### src/rtl/led16_serial_driver.sv
// Serial shift-out driver for a chain of LED shift registers. A captured pattern
// is clocked out one bit per two ticks, then the outputs are re-enabled.
module led16_serial_driver #(
    parameter int WIDTH     = 16,
    parameter bit MSB_FIRST = 1'b1,
    parameter bit INVERT    = 1'b1
) (
    input  logic             clk,
    input  logic             rst_n,
    input  logic             tick,
    input  logic             start,
    input  logic [WIDTH-1:0] data,
    output logic             busy,
    output logic             done,
    output logic             led_clk,
    output logic             led_do,
    output logic             led_pen,
    output logic             led_clr_n
);

    localparam int CW = (WIDTH > 1) ? $clog2(WIDTH) : 1;
    localparam logic [CW-1:0] LAST = CW'(WIDTH - 1);

    typedef enum logic [1:0] {IDLE, SHIFT_L, SHIFT_H, LATCH} state_t;

    state_t           state_q, state_d;
    logic [WIDTH-1:0] sreg_q, sreg_d;
    logic [CW-1:0]    cnt_q, cnt_d;
    logic             busy_q, busy_d;
    logic             done_q, done_d;
    logic             led_clk_q, led_clk_d;
    logic             led_do_q, led_do_d;
    logic             led_pen_q, led_pen_d;
    logic             led_clr_n_q, led_clr_n_d;

    always_ff @(posedge clk or negedge rst_n) begin
        if (!rst_n) begin
            state_q <= IDLE;
        end else begin
            state_q <= state_d;
        end
    end

    always_comb begin
        state_d = state_q;
        case (state_q)
            IDLE:    if (start) state_d = SHIFT_L;
            SHIFT_L: if (tick)  state_d = SHIFT_H;
            SHIFT_H: if (tick)  state_d = (cnt_q == LAST) ? LATCH : SHIFT_L;
            LATCH:   if (tick)  state_d = IDLE;
            default:            state_d = IDLE;
        endcase
    end

    // Capture in IDLE ignores tick, so a tick coincident with start is not
    // spent on shifting and every frame costs exactly 2*WIDTH+1 ticks.
    always_comb begin
        sreg_d      = sreg_q;
        cnt_d       = cnt_q;
        busy_d      = busy_q;
        done_d      = 1'b0;
        led_clk_d   = led_clk_q;
        led_do_d    = led_do_q;
        led_pen_d   = led_pen_q;
        led_clr_n_d = 1'b1;
        case (state_q)
            IDLE: begin
                if (start) begin
                    sreg_d    = INVERT ? ~data : data;
                    cnt_d     = '0;
                    busy_d    = 1'b1;
                    led_pen_d = 1'b0;
                end
            end
            SHIFT_L: begin
                if (tick) begin
                    led_clk_d = 1'b0;
                    led_do_d  = MSB_FIRST ? sreg_q[WIDTH-1] : sreg_q[0];
                end
            end
            SHIFT_H: begin
                if (tick) begin
                    led_clk_d = 1'b1;
                    sreg_d    = MSB_FIRST ? (sreg_q << 1) : (sreg_q >> 1);
                    if (cnt_q != LAST) cnt_d = cnt_q + CW'(1);
                end
            end
            LATCH: begin
                if (tick) begin
                    led_clk_d = 1'b0;
                    led_pen_d = 1'b1;
                    busy_d    = 1'b0;
                    done_d    = 1'b1;
                end
            end
            default: ;
        endcase
    end

    always_ff @(posedge clk or negedge rst_n) begin
        if (!rst_n) begin
            sreg_q      <= '0;
            cnt_q       <= '0;
            busy_q      <= 1'b0;
            done_q      <= 1'b0;
            led_clk_q   <= 1'b0;
            led_do_q    <= 1'b0;
            led_pen_q   <= 1'b0;
            led_clr_n_q <= 1'b0;
        end else begin
            sreg_q      <= sreg_d;
            cnt_q       <= cnt_d;
            busy_q      <= busy_d;
            done_q      <= done_d;
            led_clk_q   <= led_clk_d;
            led_do_q    <= led_do_d;
            led_pen_q   <= led_pen_d;
            led_clr_n_q <= led_clr_n_d;
        end
    end

    assign busy      = busy_q;
    assign done      = done_q;
    assign led_clk   = led_clk_q;
    assign led_do    = led_do_q;
    assign led_pen   = led_pen_q;
    assign led_clr_n = led_clr_n_q;

endmodule

### config.mk
export PLATFORM = sky130hd
export DESIGN_NAME = led16_serial_driver
export DESIGN_NICKNAME = d
export VERILOG_FILES = /design/src/rtl/led16_serial_driver.sv
export SDC_FILE = /design/constraint.sdc
export NUM_CORES = 1
export LEC_CHECK = 0
export CORE_MARGIN = 2
export CORE_UTILIZATION = 50
export DETAILED_ROUTE_END_ITERATION = 8
export DONT_BUFFER_PORTS = 1
export SLEW_MARGIN = 20
export SYNTH_ARGS = -nofsm -noshare
export SYNTH_HDL_FRONTEND = slang
export SYNTH_SLANG_ARGS = --single-unit
### constraint.sdc
create_clock -name clk -period 1.7 [get_ports clk]
set_input_delay 0.34 -clock clk [delete_from_list [all_inputs] [get_ports clk]]
set_output_delay 0.34 -clock clk [all_outputs]
set_load 0.05 [all_outputs]
=== Word level (Yosys, flattened, before mapping) ===
Index checks and enable logic that the tools add are counted.

* Bits in registers: 28
* Word-level logic and storage cells: 55
* Input bits: 20
* Output and inout port bits: 6

* Reduce and logical (&&, ||, !) cells: 11
* Multiplexer cells: 22
* Equality and inequality tests: 11
* $add $sub $neg: 1
* Bitwise logic cells: 1

{| class="wikitable"
|+ Operator list
! kind !! number
|-
| $mux 16 || 2
|-
| $pmux 16 s2 || 1
|-
| $not 16->16 || 1
|-
| $mux 4 || 3
|-
| $mux 2 || 5
|-
| $ne 2x2->1 const B || 5
|-
| $reduce_and 3->1 || 3
|-
| $pmux 2 s4 || 1
|-
| $pmux 4 s2 || 1
|-
| $reduce_and 4->1 || 2
|-
| $mux 1 || 6
|-
| $pmux 1 s2 || 3
|-
| $reduce_bool 2->1 || 3
|-
| $add 4x1->4 const B || 1
|-
| $eq 2x2->1 const B || 2
|-
| $eq 4x4->1 const B || 1
|-
| $ne 4x4->1 const B || 1
|-
| $eq 2x1->1 const B || 1
|-
| $logic_not 2->1 || 1
|-
| $ne 2x1->1 const B || 1
|-
| $reduce_and 2->1 || 1
|-
| $reduce_or 2->1 || 1
|}

=== Longest topological paths before layout ===
Gate-level depths: netlist (run 1).

* Depth after elaboration: 4
* Depth in mapped cells: 6
* Depth with buffers taken out: 4

=== Least setup slack after synthesis (run 1) ===
No wires, ideal clock.

* Kind: input -> register
* Start: in tick
* End: reg cnt_q[3]
* Stages on the path: 5
* Arrival time: 1322 ps
* Setup slack: 252 ps
* Library setup time: 126 ps
* Path through: buf_6 mux2_4 and2_4 buf_6 a221o_1

* Cells in the longest elaborated chain, start to end: 2

{| class="wikitable"
|+ Ends and longest elaborated chain
! item !! RTL line !! RTL
|-
| start: declaration || 10 || <nowiki>input logic tick,</nowiki>
|-
| $ne 2x2->1 (no source line) || - ||
|-
| $reduce_and 4->1 (no source line) || - ||
|-
| end signal: assignment || 112 || <nowiki>cnt_q <= cnt_d;</nowiki>
|-
| end: declaration || 28 || <nowiki>logic [CW-1:0] cnt_q, cnt_d;</nowiki>
|}

Every way passes these cells.
A chain may end at the register's enable or synchronous reset.

=== Final worst setup path (run 1) ===
* Start: reg state_q[1]
* End: reg cnt_q[3]

* Cells in the longest elaborated chain, start to end: 3
* Elaborated cells between the ends (all ways): 8

{| class="wikitable"
|+ Ends and longest elaborated chain
! item !! RTL line !! RTL
|-
| start: declaration || 26 || <nowiki>state_t state_q, state_d;</nowiki>
|-
| start signal: assignment || 40 || <nowiki>state_q <= state_d;</nowiki>
|-
| $eq 2x2->1 / $logic_not 2->1 (equally long branches) || 66 || <nowiki>case (state_q)</nowiki>
|-
| $ne 2x2->1 (no source line) / $reduce_bool 2->1 (equally long branches) || - ||
|-
| $reduce_and 4->1 (no source line) || - ||
|}

Several ways; a longest one is shown, not always the timed one.

==> results of run 1 <==
## registers in the layout (all words and copies together), names as in the netlist
signal     count
busy           1
cnt_q          4
done           1
led_clk        1
led_clr_n      1
led_do         1
led_pen        1
sreg_q        16
state_q        2
## synth_stat cells (all sizes together)
cell,instances
a211o,1
a21oi,20
a221o,1
a2bb2oi,1
a31oi,15
and2,1
and3,2
buf,8
clkbuf,3
conb,1
dfrtp,28
ha,1
inv,3
mux2,3
mux2i,1
nand2,18
nand2b,17
nand3,2
nand4,1
nand4b,1
nor2,4
nor2b,2
nor3,1
o2111ai,1
o21ai,4
o21bai,1
o2bb2ai,1
## per-layer routing
layer  vias to the layer above  global-route usage [%]  routed length (um)
li1                        499                       -                   -
met3                         2                   2.995                 103
met4                         0                   5.782                  14
met2                        19                   26.89                1200
met5                         -                       0                   0
met1                       492                   26.16                1302
## placed cells by master (no fill, tap or decap)
master,n
a221o_1,1
inv_1,3
o21ai_0,4
and2_4,1
dfrtp_1,28
nand3_1,2
nand4b_1,1
ha_1,1
mux2_4,1
and3_1,2
a21oi_1,20
nor2_1,4
a2bb2oi_1,1
mux2_2,2
nor3_1,1
clkbuf_8,1
nand2b_1,17
nand4_1,1
nor2b_1,2
a31oi_1,15
o21bai_1,1
o2bb2ai_1,1
a211o_1,1
buf_4,5
mux2i_1,1
dlygate4sd3_1,1
o2111ai_1,1
nand2_1,18
clkbuf_4,3
buf_12,2
conb_1,1
## through the flow
stage / power, mW / cells / utilization [%]
finish: 2.554 / 173 / 57.23
global route: 2.757 / 173 / 57.23
CTS: 2.564 / 173 / 57.23
detailed placement: 2.224 / 167 / 54.62
global placement: 2.192 / 167 / 54.62
floorplan: 2.013 / 142 / -
## cell type report
cell class | count | area [um^2] | area share (%)
Clock buffer | 4 | 36.28 | 2.491
Inverter | 3 | 11.26 | 0.7732
Multi-Input combinational cell | 100 | 583.1 | 40.03
Sequential cell | 28 | 700.7 | 48.11
Tap cell | 30 | 37.54 | 2.577
Timing Repair Buffer | 8 | 87.58 | 6.014
## worst max-delay path, delay by kind of cell, from the launching register on
| family | cells | cell delay (ns) |
|---|---|---|
| AO/OA/AOI/OAI | 1 | 0.33 |
| AND/OR/NAND/NOR | 1 | 0.24 |
| multiplexers | 1 | 0.38 |
| flip-flops | 1 | 0.55 |
## where the power goes
group	internal, mW	switching [mW]
Combinational	0.417	0.522
Clock	0.131	0.196
Sequential	0.928	0.360
Total	1.48	1.08
## logic make-up (layout without fill, tap and decap cells)
group                      Yosys count  count (layout)  synth area share (%)
buffers and inverters               14              15                 6.130
adders and majority gates            1               1                0.9148
other                                1               1                0.2742
DFF                                 28              28                 51.23
and+or+nand+nor                     49              49                 18.48
muxes                                4               4                 3.476
AOI/OAI and AO/OA                   45              45                 19.49
## how the worst max path moves through the flow
| stage | start | endpoint | slack, ns | depth (start not counted) |
|---|---|---|---|---|
| 2_1_floorplan | tick | cnt_q[3] | 0.25 | 5 |
| 3_3_place_gp | state_q[1] | cnt_q[3] | 0.18 | 3 |
| 3_5_place_dp | state_q[1] | cnt_q[3] | 0.14 | 3 |
| 4_1_cts | state_q[1] | cnt_q[3] | 0.13 | 3 |
| 5_1_grt | state_q[1] | cnt_q[3] | 0.06 | 3 |
| 6_report | state_q[1] | cnt_q[3] | 0.11 | 3 |
==> flow_metrics.env, run 1 <==
export IMPL_cts_sinks=28
export IMPL_ant_nets=0
export IMPL_initial_core_util_pct=53.74
export IMPL_powerDensity_nw_per_um2=1754
export IMPL_slew_violations=0
export IMPL_holdWs_ns=0.07538
export IMPL_grt_pass1_vias=1028
export IMPL_final_hold_viol_count=0
export IMPL_ctsHoldBuffers=2
export IMPL_yosysSeqAreaShare_pct=51.24
export IMPL_critPathSlowestCell="dfrtp_1"
export IMPL_yosys_area_top_type="dfrtp_1"
export IMPL_via_per_inst=5.850
export IMPL_drive_gt1_share_pct=10.49
export IMPL_totalWireLength_um=2621
export IMPL_diodes=0
export IMPL_grt_pass1_wl_um=4540
export IMPL_ys_types=30
export IMPL_clock_tree_buffer_depth=2
export IMPL_dieArea_um2=3170
export IMPL_hold_start="tick"
export IMPL_place_area_um2=1390
export IMPL_worstSetupStartpointType="register"
export IMPL_maxCapViolations=0
export IMPL_rsz0062_at_grt="false"
export IMPL_htreeDepth=1
export IMPL_place_congestion=0.7989
export IMPL_place_ws_ns=0.1406
export IMPL_clock_latency_ns=0.32
export IMPL_grt_antenna_before_repair=0
export IMPL_pin_count=26
export IMPL_cts_buffers=3
export IMPL_reg2reg_depth=3
export IMPL_area_delta_synth_final_pct=6.496
export IMPL_path_cells="mux2_4, and2_4, a221o_1"
export IMPL_vias=1012
export IMPL_critPathRequiredTime_ns=1.93
export IMPL_syn_nets=163
export IMPL_hpwl_um=1780
export IMPL_peakVddDrop_uv=1146
export IMPL_period_share_pct=93.59
export IMPL_fin_crit_ns=1.591
export IMPL_worst_r2r_endpoint="cnt_q[3]"
export IMPL_cp_max_fo=17
export IMPL_die_x_um=56.30
export IMPL_core_region_area_um2=2545
export IMPL_synth_cells=142
export IMPL_dr_pass1_iters=4
export IMPL_skew_ns=0.001836
export IMPL_drc_errors=0
export IMPL_stdcell_area_um2=1456
export IMPL_ys_seq_elements=28
export IMPL_critPathKind="reg2reg"
export IMPL_post_cts_buffers=0
export IMPL_worst_slack_ns=0.1090
export IMPL_critPathArrivalTime_ns=1.82
export IMPL_num_rows=18
export IMPL_rr_startpoint="state_q[1]"
export IMPL_postSynthAreaPerCell_um2=9.631
export IMPL_cts_root_buf="clkbuf_4"
export IMPL_first_iter_violations=41
export IMPL_grt_max_degree=29
export IMPL_outcome="finished clean"
export IMPL_tritoncts="built"
export IMPL_wl_per_cell_um=15.15
export IMPL_endpoint_kind="register"
export IMPL_numPortBuffers=0
export IMPL_whs_endpoint="state_q[0]"
export IMPL_die_height_um=56.30
export IMPL_setup_violations=0
export IMPL_fin_setup_tns_ns=0
export IMPL_clock_fmax_mhz=628.5
export IMPL_regToRegSetupSlack_ns=0.11
export IMPL_yosysWarnings=0
export IMPL_crit_path_max_incr_delay_ns=0.55
export IMPL_layout_nets=165
export IMPL_power_leakage_nw=0.6329
export IMPL_synthTopCellsByArea="dfrtp_1 (51%), nand2b_1 (7.8%), a21oi_1 (7.3%)"
export IMPL_syn_cell_area_um2=1368
export IMPL_cts_resized=0
export IMPL_fill_cells=230
export IMPL_whs_path_depth=1
export IMPL_track_usage_pct=17.82
export IMPL_clk_pin_slew_ns=0.15
export IMPL_overflow=0
export IMPL_hp_class="in2reg"
export IMPL_synth_top_cell_area_share_pct=51.24
No activity file was read; power rests on OpenSTA's default activity.
==> run 2, diff against run 1 <==
SKIP_CTS_REPAIR_TIMING = 1   (was default)
==> flow_metrics.env, run 2 (synthesis results as in run 1) <==
export IMPL_track_usage_pct=17.68
export IMPL_endpoint_kind="register"
export IMPL_rsz0062_at_grt="false"
export IMPL_regToRegSetupSlack_ns=0.10
export IMPL_rr_startpoint="state_q[1]"
export IMPL_clock_latency_ns=0.32
export IMPL_grt_max_degree=29
export IMPL_wl_per_cell_um=15.31
export IMPL_whs_endpoint="state_q[0]"
export IMPL_crit_buf_inv=0
export IMPL_clock_tree_buffer_depth=2
export IMPL_diodes=0
export IMPL_dr_pass1_iters=4
export IMPL_setup_violations=0
export IMPL_area_delta_synth_final_pct=6.496
export IMPL_dieArea_um2=3170
export IMPL_regMostFlops="sreg_q"
export IMPL_whs_path_depth=1
export IMPL_critPathSlowestCell="dfrtp_1"
export IMPL_outcome="finished clean"
export IMPL_hp_class="in2reg"
export IMPL_fin_crit_ns=1.598
export IMPL_cts_sinks=28
export IMPL_initial_core_util_pct=53.74
export IMPL_utilization_pct=57.23
export IMPL_critPathKind="reg2reg"
export IMPL_period_share_pct=94.00
export IMPL_place_congestion=0.7989
export IMPL_htreeDepth=1
export IMPL_die_height_um=56.30
export IMPL_final_hold_viol_count=0
export IMPL_crit_path_max_incr_delay_ns=0.55
export IMPL_cp_max_fo=17
export IMPL_clock_fmax_mhz=625.8
export IMPL_maxCapViolations=0
export IMPL_layout_commonest_cell="dfrtp_1"
export IMPL_core_region_area_um2=2545
export IMPL_die_x_um=56.30
export IMPL_power_leakage_nw=0.6329
export IMPL_path_cells="mux2_4, and2_4, a221o_1"
export IMPL_critPathRequiredTime_ns=1.93
export IMPL_powerDensity_nw_per_um2=1757
export IMPL_hpwl_um=1780
export IMPL_grt_antenna_before_repair=0
export IMPL_peakVddDrop_uv=1145
export IMPL_clk_pin_slew_ns=0.15
export IMPL_final_cell_count_no_fill=173
export IMPL_critPathArrivalTime_ns=1.83
export IMPL_cts_root_buf="clkbuf_4"
export IMPL_pin_count=26
export IMPL_num_rows=18
export IMPL_place_inst=167
export IMPL_vias=1024
export IMPL_numPortBuffers=0
export IMPL_cts_buffers=3
export IMPL_largest_register_ff_count=16
export IMPL_via_per_inst=5.919
export IMPL_ant_nets=0
export IMPL_tritoncts="built"
export IMPL_reg_largest_list="sreg_q (16), cnt_q (4), state_q (2)"
export IMPL_worstSetupStartpointType="register"
export IMPL_cp_top_family="flip-flops"
export IMPL_overflow=0
export IMPL_fill_cells=230
export IMPL_drive_gt1_share_pct=10.49
export IMPL_grt_pass1_vias=1017
export IMPL_worst_r2r_endpoint="cnt_q[3]"
export IMPL_hold_start="tick"
export IMPL_grt_pass1_wl_um=4498
export IMPL_power_mw=2.558
export IMPL_slew_violations=0
export IMPL_layout_common_cells="dfrtp_1 (28), a21oi_1 (20), nand2_1 (18)"
export IMPL_first_iter_violations=36
export IMPL_drc_errors=0
export IMPL_totalWireLength_um=2648
export IMPL_fin_setup_tns_ns=0
export IMPL_reg2reg_depth=3
export IMPL_layout_nets=165
export IMPL_skew_ns=0.001959
[run 2: cell counts in the layout (fill, tap and decap cells not counted)]
No cell type changed its count.
[run 2: worst reg2reg max path: cells and delay by family (launching register included)]
kind            cells  cell delay, ns
mux                 1            0.38
simple gates        1            0.24
compound gates      1            0.34
flops               1            0.55
[run 2: per-stage QoR]
stage	setup slack [ns]	area, um^2	hold WS [ns]
after floorplan	0.2516	1368	0.04441
after global placement	0.1825	1390	0.04496
after detailed placement	0.1406	1390	0.04496
after CTS	0.1259	1426	-0.3246
after global routing	0.05889	1456	0.05363
final	0.1021	1456	0.07312
[run 2: metal layers]
metal	track usage, %	share of wire, %
met5	0	0
met4	5.782	0.53
met3	2.995	3.8
met2	26.89	47
met1	25.71	49
[run 2: worst max-delay path by stage]
stage	cells after the start	from	slack (ns)	end
floorplan	5	tick	0.25	cnt_q[3]
global placement	3	state_q[1]	0.18	cnt_q[3]
detailed placement	3	state_q[1]	0.14	cnt_q[3]
CTS	3	state_q[1]	0.13	cnt_q[3]
global route	3	state_q[1]	0.06	cnt_q[3]
finish	3	state_q[1]	0.10	cnt_q[3]
[run 2: layout make-up]
type                    count  area [um^2]  area share, %
flip-flops and latches     28        700.7          48.11
multi-input cells         100        583.1          40.03
clock buffers               4        36.28          2.491
repair buffers              8        87.58          6.014
inverters                   3        11.26         0.7732
well taps                  30        37.54          2.577
[run 2: where the power goes]
| group | internal, mW | switching, mW | leakage (nW) |
|---|---|---|---|
| sequential | 0.928 | 0.361 | 0.330 |
| clock | 0.131 | 0.198 | 0.0210 |
| combinational | 0.417 | 0.523 | 0.282 |
==> run 3, diff against run 2 <==
CTS_CLUSTER_DIAMETER = 40   (was default)
SKIP_LAST_GASP = 1   (was default)
==> results of run 3 <==
No change in the layout: final DEF, timing and power equal those of run 2.
